## config.mk

```make
export PLATFORM = sky130hd
export DESIGN_NAME = updn_counter_gen2
export DESIGN_NICKNAME = d
export VERILOG_FILES = /design/src/rtl/counter_pkg.sv /design/src/rtl/counter_step_alu.sv /design/src/rtl/updn_counter_gen2.sv
export SDC_FILE = /design/constraint.sdc
export NUM_CORES = 1
export LEC_CHECK = 0
export BUFFER_PORTS_ARGS = -buffer_cell sky130_fd_sc_hd__buf_2
export CAP_MARGIN = 20
export CORE_UTILIZATION = 55
export CTS_BUF_LIST = sky130_fd_sc_hd__clkbuf_4 sky130_fd_sc_hd__clkbuf_8
export DETAILED_ROUTE_END_ITERATION = 12
export GPL_ROUTABILITY_DRIVEN = 0
export PLACE_DENSITY_LB_ADDON = 0.05
export SLEW_MARGIN = 20
export SYNTH_ARGS = -nofsm -noshare
export SYNTH_HDL_FRONTEND = slang
export SYNTH_SLANG_ARGS = --single-unit
```

## constraint.sdc

```tcl
create_clock -name clk -period 16.65 [get_ports clk]
set_input_delay 3.33 -clock clk [delete_from_list [all_inputs] [get_ports clk]]
set_output_delay 3.33 -clock clk [all_outputs]
set_load 0.02 [all_outputs]
```

## src/rtl/counter_pkg.sv

```systemverilog
// Shared types for the generic up/down event/timer counter.
// Boundary modes, the one-shot run/halt state and the per-cycle event record.
package counter_pkg;

  // Boundary behaviour selected by the 2-bit mode input
  typedef enum logic [1:0] {
    WRAP    = 2'd0,
    SAT     = 2'd1,
    MOD     = 2'd2,
    ONESHOT = 2'd3
  } mode_e;

  // ONESHOT parks in HALT after its first boundary event
  typedef enum logic {
    RUN  = 1'b0,
    HALT = 1'b1
  } state_e;

  // Boundary event produced by one count step
  typedef struct packed {
    logic ovf;
    logic unf;
  } event_t;

  // SAT and ONESHOT clamp at the boundary. WRAP and MOD fold around it.
  function automatic logic mode_clamps(input mode_e m);
    return (m == SAT) || (m == ONESHOT);
  endfunction

endpackage

```

## src/rtl/counter_step_alu.sv

```systemverilog
// Combinational step unit: takes the current count, the effective step, the
// active top value, the direction and the mode. Returns the next count and
// any boundary event. All comparisons run one bit wider than the count, so
// the carry out of cur+s and the span top+1 are never lost.
module counter_step_alu
  import counter_pkg::*;
#(
  parameter int WIDTH  = 8,
  parameter int STEP_W = 4
) (
  input  logic [WIDTH-1:0]  cur,
  input  logic [STEP_W-1:0] s,
  input  logic [WIDTH-1:0]  top,
  input  logic              updn,
  input  mode_e             mode,
  output logic [WIDTH-1:0]  nxt,
  output event_t            evt
);

  localparam int EW = WIDTH + 1;

  logic [EW-1:0] cur_x;
  logic [EW-1:0] s_x;
  logic [EW-1:0] top_x;
  logic [EW-1:0] span_x;
  logic [EW-1:0] sum_x;
  logic [EW-1:0] wrap_up_x;
  logic [EW-1:0] wrap_dn_x;
  logic          clamp;

  assign cur_x     = {1'b0, cur};
  assign s_x       = EW'(s);
  assign top_x     = {1'b0, top};
  assign span_x    = top_x + EW'(1);
  assign sum_x     = cur_x + s_x;
  assign wrap_up_x = sum_x - span_x;
  assign wrap_dn_x = cur_x + span_x - s_x;
  assign clamp     = mode_clamps(mode);

  // Next value and event. A zero step is a pure hold and never raises an event.
  always_comb begin
    nxt = cur;
    evt = '0;
    if (s != '0) begin
      if (updn) begin
        if ((mode == MOD) && (cur > top)) begin
          // The limit was lowered below the count. Any up step is an overflow back to 0.
          evt.ovf = 1'b1;
          nxt     = '0;
        end else if (sum_x > top_x) begin
          evt.ovf = 1'b1;
          nxt     = clamp ? top : wrap_up_x[WIDTH-1:0];
        end else begin
          nxt = sum_x[WIDTH-1:0];
        end
      end else begin
        if (cur_x < s_x) begin
          evt.unf = 1'b1;
          nxt     = clamp ? '0 : wrap_dn_x[WIDTH-1:0];
        end else begin
          nxt = cur - WIDTH'(s);
        end
      end
    end
  end

endmodule

```

## src/rtl/updn_counter_gen2.sv

```systemverilog
// Parametrised loadable up/down counter with selectable boundary modes.
// Modes are wrap, saturate, modulo-limit and one-shot. It has a registered
// terminal-count pulse and sticky overflow/underflow flags. Priority each
// cycle: reset, then load, then count, then hold.
module updn_counter_gen2
  import counter_pkg::*;
#(
  parameter int WIDTH  = 8,
  parameter int STEP_W = 4
) (
  input  logic              clk,
  input  logic              rst,
  input  logic              ld_cnt_,
  input  logic              count_enb,
  input  logic              updn_cnt,
  input  logic [1:0]        mode,
  input  logic [STEP_W-1:0] step,
  input  logic [WIDTH-1:0]  cnt_limit,
  input  logic [WIDTH-1:0]  data_in,
  input  logic              clr_flags,
  output logic [WIDTH-1:0]  data_out,
  output logic              tc,
  output logic              ovf_flag,
  output logic              unf_flag,
  output logic              halted
);

  mode_e             mode_q;
  logic [WIDTH-1:0]  top;
  logic [STEP_W-1:0] step_eff;
  logic [WIDTH-1:0]  load_val;
  logic [WIDTH-1:0]  alu_nxt;
  event_t            alu_evt;
  logic              count_fire;
  logic              any_evt;

  state_e            state_reg;
  logic [WIDTH-1:0]  data_out_reg;
  logic              tc_reg;
  logic              ovf_flag_reg;
  logic              unf_flag_reg;
  logic              halted_reg;

  assign mode_q = mode_e'(mode);

  // In MOD mode the top value is the runtime limit. In every other mode it is all ones.
  assign top = (mode_q == MOD) ? cnt_limit : '1;

  // In MOD mode the step never exceeds the limit. If the limit is below the
  // step, it also fits in STEP_W bits, so the truncation is lossless.
  assign step_eff = ((mode_q == MOD) && (WIDTH'(step) > cnt_limit))
                    ? cnt_limit[STEP_W-1:0] : step;

  // In MOD mode, a load value above the limit is clamped to the limit.
  assign load_val = ((mode_q == MOD) && (data_in > cnt_limit)) ? cnt_limit : data_in;

  counter_step_alu #(
    .WIDTH  (WIDTH),
    .STEP_W (STEP_W)
  ) u_alu (
    .cur  (data_out_reg),
    .s    (step_eff),
    .top  (top),
    .updn (updn_cnt),
    .mode (mode_q),
    .nxt  (alu_nxt),
    .evt  (alu_evt)
  );

  // A count step is taken only when no load is pending and the FSM is running.
  assign count_fire = ld_cnt_ && count_enb && (state_reg == RUN);
  assign any_evt    = alu_evt.ovf || alu_evt.unf;

  // Count register, run/halt FSM, tc pulse and sticky flags.
  always_ff @(posedge clk) begin
    if (rst) begin
      state_reg    <= RUN;
      data_out_reg <= '0;
      tc_reg       <= 1'b0;
      ovf_flag_reg <= 1'b0;
      unf_flag_reg <= 1'b0;
      halted_reg   <= 1'b0;
    end else begin
      tc_reg <= 1'b0;
      if (!ld_cnt_) begin
        data_out_reg <= load_val;
        state_reg    <= RUN;
        halted_reg   <= 1'b0;
      end else if (count_fire) begin
        data_out_reg <= alu_nxt;
        tc_reg       <= any_evt;
        if ((mode_q == ONESHOT) && any_evt) begin
          state_reg  <= HALT;
          halted_reg <= 1'b1;
        end
      end
      // A new event wins over a clear requested in the same cycle.
      ovf_flag_reg <= (count_fire && alu_evt.ovf) || (ovf_flag_reg && !clr_flags);
      unf_flag_reg <= (count_fire && alu_evt.unf) || (unf_flag_reg && !clr_flags);
    end
  end

  assign data_out = data_out_reg;
  assign tc       = tc_reg;
  assign ovf_flag = ovf_flag_reg;
  assign unf_flag = unf_flag_reg;
  assign halted   = halted_reg;

endmodule

```

=== Word level (Yosys, flattened, before mapping) ===
Cells that the tools add are included.

* Bits in registers: 12
* Latch bits: 0
* RAM bits: 0
* ROM bits: 0
* Output and inout bits: 12
* Memories: 0

* $add $sub $neg: 6
* $mul: 0
* Divide/modulo/power cells: 0
* $lt $le $gt $ge: 5
* Equality and inequality tests: 5
* Shift operators: 0
* Multiplexer cells: 18
* Bitwise gates (word level): 3
* Reductions and logical operators: 20

{| class="wikitable"
|+ Operators with widths
! operator !! number
|-
| $mux W8 || 11
|-
| $gt A8 B8 Y1 || 2
|-
| $sub A8 B4 Y8 || 2
|-
| $logic_and A1 B1 Y1 || 10
|-
| $add A8 B4 Y9 || 1
|-
| $gt A9 B8 Y1 || 1
|-
| $add A8 B1 Y8 const B || 1
|-
| $add A8 B8 Y8 || 1
|-
| $gt A4 B8 Y1 || 1
|-
| $lt A8 B4 Y1 || 1
|-
| $sub A8 B8 Y8 || 1
|-
| $mux W1 || 5
|-
| $eq A2 B2 Y1 const B || 2
|-
| $logic_or A1 B1 Y1 || 4
|-
| $mux W4 || 1
|-
| $ne A2 B1 Y1 const B || 2
|-
| $reduce_and A2 Y1 || 2
|-
| $reduce_bool A4 Y1 || 1
|-
| $not A1 Y1 || 3
|-
| $reduce_or A3 Y1 || 1
|-
| $eq A2 B1 Y1 const B || 1
|-
| $mux W2 || 1
|-
| $reduce_or A2 Y1 || 1
|-
| $logic_not A1 Y1 || 1
|}

=== Longest topological paths before layout ===
* Word-level depth: 12
* Mapped depth: 24

=== By module ===
A second synthesis with hierarchy kept.

* Cells, all modules: 427
* Area, all modules: 3216.8 um^2

{| class="wikitable"
|+ By module, submodules not included
! module !! instances !! cells an instance !! area an instance (um^2) !! sequential area each (um^2)
|-
| counter_step_alu || 1 || 291 || 2175.8 || 0.0
|-
| updn_counter_gen2 || 1 || 136 || 1041.0 || 240.2
|}

=== Worst setup path after synthesis ===
OpenSTA, ideal clock, no wires.

* Kind: input-to-reg
* From: in cnt_limit[1]
* To: reg data_out_reg[4], in the netlist data_out[4]
* Arrival time: 7.637 ns
* Required time: 16.516 ns
* Path slack: 8.879 ns
* Stages on the path: 23
* Cells stage by stage: inv_1 -> ha_1 -> nor2b_1 -> o211ai_1 -> a21oi_1 -> o21ai_0 -> ha_1 -> inv_1 -> fa_1 -> nor2b_1 -> o21ai_1 -> a211oi_1 -> xnor2_1 -> inv_1 -> ha_1 -> and3_1 -> a221oi_2 -> a2bb2oi_1 -> or2_1 -> buf_4 -> mux2_4 -> a211oi_2 -> a2111oi_2

* Longest elaborated chain between the ends: 12

{| class="wikitable"
|+ RTL lines
! what !! line !! source
|-
| start: declaration || updn_counter_gen2.sv:18 || <nowiki>input logic [WIDTH-1:0] cnt_limit,</nowiki>
|-
| $gt A4 B8 Y1 || updn_counter_gen2.sv:51 || <nowiki>assign step_eff = ((mode_q == MOD) && (WIDTH'(step) > cnt_limit))</nowiki>
|-
| $logic_and A1 B1 Y1 || updn_counter_gen2.sv:51 ||
|-
| $mux W4 || updn_counter_gen2.sv:52 || <nowiki>? cnt_limit[STEP_W-1:0] : step;</nowiki>
|-
| $add A8 B4 Y9 || counter_step_alu.sv:35 || <nowiki>assign sum_x = cur_x + s_x;</nowiki>
|-
| $sub A8 B8 Y8 || counter_step_alu.sv:36 || <nowiki>assign wrap_up_x = sum_x - span_x;</nowiki>
|-
| $mux W8 || counter_step_alu.sv:52 || <nowiki>nxt = clamp ? top : wrap_up_x[WIDTH-1:0];</nowiki>
|-
| $mux W8 || counter_step_alu.sv:50 || <nowiki>end else if (sum_x > top_x) begin</nowiki>
|-
| $mux W8 || counter_step_alu.sv:46 || <nowiki>if ((mode == MOD) && (cur > top)) begin</nowiki>
|-
| $mux W8 || counter_step_alu.sv:45 || <nowiki>if (updn) begin</nowiki>
|-
| $mux W8 || counter_step_alu.sv:44 || <nowiki>if (s != '0) begin</nowiki>
|-
| $mux W8 || updn_counter_gen2.sv:89 || <nowiki>end else if (count_fire) begin</nowiki>
|-
| $mux W8 || updn_counter_gen2.sv:85 || <nowiki>if (!ld_cnt_) begin</nowiki>
|-
| end signal: assignment || updn_counter_gen2.sv:86 || <nowiki>data_out_reg <= load_val;</nowiki>
|-
| end signal: assignment || updn_counter_gen2.sv:90 || <nowiki>data_out_reg <= alu_nxt;</nowiki>
|-
| end: declaration || updn_counter_gen2.sv:38 || <nowiki>logic [WIDTH-1:0] data_out_reg;</nowiki>
|}

Several ways; a longest one is shown, not always the timed one. The select of a mux whose other input is x is not followed.
A chain may end at the register's enable or synchronous reset.

=== Worst setup path in the final report ===
* From: in cnt_limit[1]
* To: reg data_out_reg[1], in the netlist data_out[1]

The elaborated chain is that of the path after synthesis.

==> results_dict.tcl <==
set metrics [dict create \
    power.density_nw_per_um2 68.7 \
    period_minus_slack_ns 8.15 \
    startpoint_type "input port" \
    ys_types 71 \
    detailedPlacementHpwl_um 7750 \
    synth_seq_cells 12 \
    crit_slowest_cell "fa_1" \
    cts_tree "done" \
    largest_register_ff_count 8 \
    drt_wl_total_um 9310 \
    final_common_cell "ha_1" \
    syn_inst 410 \
    grt_overflow 0 \
    crit_path_max_fanout 6 \
    relSlewSlack 0.521 \
    yosysWarnings 0 \
    critPathMaxStageDelay_ns 0.40 \
    leakage_uw 0.00162 \
    hold_path.class "reg -> reg" \
    worstMarginPinSlew_ns 0.718 \
    antenna_cells 0 \
    holdBufCountCts 0 \
    grt_pass1_wl_um 15100 \
    worstPathArrival_ns 8.27 \
    vias 3180 \
    fin_ws_ns 8.50 \
    hold_violations 0 \
    timing.final.crit_share 0.489 \
    post_drt_wl_per_cell_um 18.1 \
    final_cell_mix "ha_1, inv_1, buf_2, nor2_1, a21oi_1" \
    grt_pass1_vias 3076 \
    ios 40 \
    cts_root_buf "clkbuf_8" \
    rsz0062_at_grt "false" \
    core_area_um2 5510 \
    postCtsSetupBuffers 0 \
    ys_seq_area_frac 0.0767 \
    setup_viol_count_final 0 \
    drv_cap 0 \
    fin_util 0.621 \
    grt_max_degree 14 \
    slew_violations 0 \
    ys_async_sr_fraction 0 \
    syn_avg_cell_area_um2 7.64 \
    required_ns 16.77 \
    antenna_found_initial 0 \
    dr.pass1.iters 10 \
    status "complete, but fails checks" \
    ir_drop_mv 0.0419 \
    stdcell_count 515 \
    max_freq_mhz 123 \
    clk_path_buf_depth 2 \
    clkTransAtPathRegs_ns 0.06 \
    syn_area_um2 3130 \
    final_layout_size_suffix_gt1_frac 0.149 \
    drtIter0Drc 275 \
    insertion_delay_ns 0.25 \
    worstSetupPathType "in -> reg" \
    cts_sinks 12 \
    synthFlopType "dfxtp_1" \
    cts_buffers 3 \
    drc 3 \
    rows 27 \
    crit_chain "buf_2 -> inv_1 -> ha_1 -> nor2b_1 -> o211ai_1 -> a21oi_1 -> o21ai_0 -> ha_1 -> inv_1 -> fa_1 -> nor2b_1 -> o21ai_1 -> a211oi_1 -> xnor2_1 -> inv_1 -> ha_1 -> and3_1 -> a221oi_2 -> a2bb2oi_1 -> nor2_1 -> or3_1 -> a311oi_1 -> a2111oi_0" \
    htreeDepth 1 \
    chipWidth_um 77.4 \
    port_buffers 39 \
    dieArea_um2 6000 \
    track_usage 0.320 \
    die_h_um 77.4 \
    fin_tns_setup_ns 0 \
    endpoint_kind "flop" \
    start_util 0.569 \
    cts_resized 0 \
    place_inst 511 \
    violations "DRC" \
    dp_slack_ns 8.36 \
    synth_edf_count 0 \
    skew_ns 0.00685 \
    vias_per_cell 6.17 \
    route.antenna.remaining_nets 0 \
    synthesis.nets 501 \
    layout.nets 535 \
    area_delta_synth_final_pct 9.19 \
]
layer usage:
| layer | vias up | global-route usage | part of all wire |
|---|---|---|---|
| li1 | 1569 | - | - |
| met1 | 1445 | 0.419 | 0.45 |
| met2 | 142 | 0.549 | 0.46 |
| met3 | 24 | 0.0212 | 0.063 |
| met4 | 0 | 0.115 | 0.029 |
| met5 | - | 0 | 0 |
Yosys cell counts (3+ instances only):
master / n / area [um2]
ha_1: 56 / 701
inv_1: 46 / 173
a21oi_1: 28 / 140
nor2_1: 28 / 105
o21ai_0: 25 / 125
nand2_1: 22 / 82.6
xnor2_1: 14 / 123
dfxtp_1: 12 / 240
nand3_1: 12 / 60.1
a21o_1: 11 / 82.6
a211oi_1: 9 / 67.6
nor2b_1: 9 / 56.3
nor3_1: 9 / 45.0
fa_1: 7 / 140
nand2b_1: 7 / 43.8
nor4_1: 7 / 43.8
mux2i_1: 6 / 60.1
clkbuf_1: 5 / 18.8
o211ai_1: 5 / 37.5
o21a_1: 5 / 37.5
a31oi_1: 4 / 25.0
and2_1: 4 / 25.0
and3_1: 4 / 25.0
mux2_2: 4 / 45.0
or3_1: 4 / 25.0
xor2_1: 4 / 35.0
a211oi_2: 3 / 37.5
buf_2: 3 / 15.0
nand4_1: 3 / 18.8
o21ai_1: 3 / 15.0
o21bai_1: 3 / 22.5
o31ai_1: 3 / 22.5
or2_2: 3 / 18.8
metrics by stage:
stage | cell area, um2 | hold WS, ns | total power (uW)
floorplan | 3130 | 0.542 | 160
global placement | 3360 | 0.456 | 198
detailed placement | 3360 | 0.464 | 200
CTS | 3420 | 0.469 | 232
global route | 3420 | 0.516 | 256
finish | 3420 | 0.463 | 235
layout make-up:
| cell class | count | area (um2) |
|---|---|---|
| Multi-Input combinational cell | 342 | 2670 |
| Inverter | 46 | 173 |
| Tap cell | 72 | 90.1 |
| Sequential cell | 12 | 240 |
| Timing Repair Buffer | 39 | 195 |
| Clock buffer | 4 | 55.1 |
| Fill cell | 545 | 2090 |
report_power, final:
part | switching [uW] | internal [uW]
Combinational | 96.5 | 68.8
Clock | 11.3 | 20.9
Sequential | 6.08 | 31.2
Total | 114 | 121
cell families (layout without fill, tap and decap cells):
logic type,after synthesis,count (layout),share of synthesized area
AO/OA/AOI/OAI,124,124,0.275
AND/OR/NAND/NOR,126,126,0.219
flip-flops,12,12,0.0767
multiplexers,11,11,0.0384
adder cells (fa/ha/maj),63,63,0.269
XOR/XNOR,18,18,0.0504
buffers and inverters,56,89,0.0719
critical path: cells and delay by family:
family / cells / cell delay, ns
adders and majority gates: 4 / 1.23
xor gates and xnor gates: 1 / 0.18
buffers and inverters: 4 / 0.40
and+or+nand+nor: 5 / 1.06
AOI/OAI and AO/OA: 9 / 2.06
worst paths after layout:
| check | end | slack [ns] | from | depth (start not counted) |
|---|---|---|---|---|
| max | data_out[1]$_SDFFE_PP0P_ | 8.50 | cnt_limit[1] | 23 |
| min | unf_flag$_SDFF_PP0_ | 0.46 | unf_flag$_SDFF_PP0_ | 2 |
| max reg2reg | data_out[1]$_SDFFE_PP0P_ | 12.57 | data_out[1]$_SDFFE_PP0P_ | 15 |
| min reg2reg | unf_flag$_SDFF_PP0_ | 0.46 | unf_flag$_SDFF_PP0_ | 2 |
(Power assumes the default switching activity.)
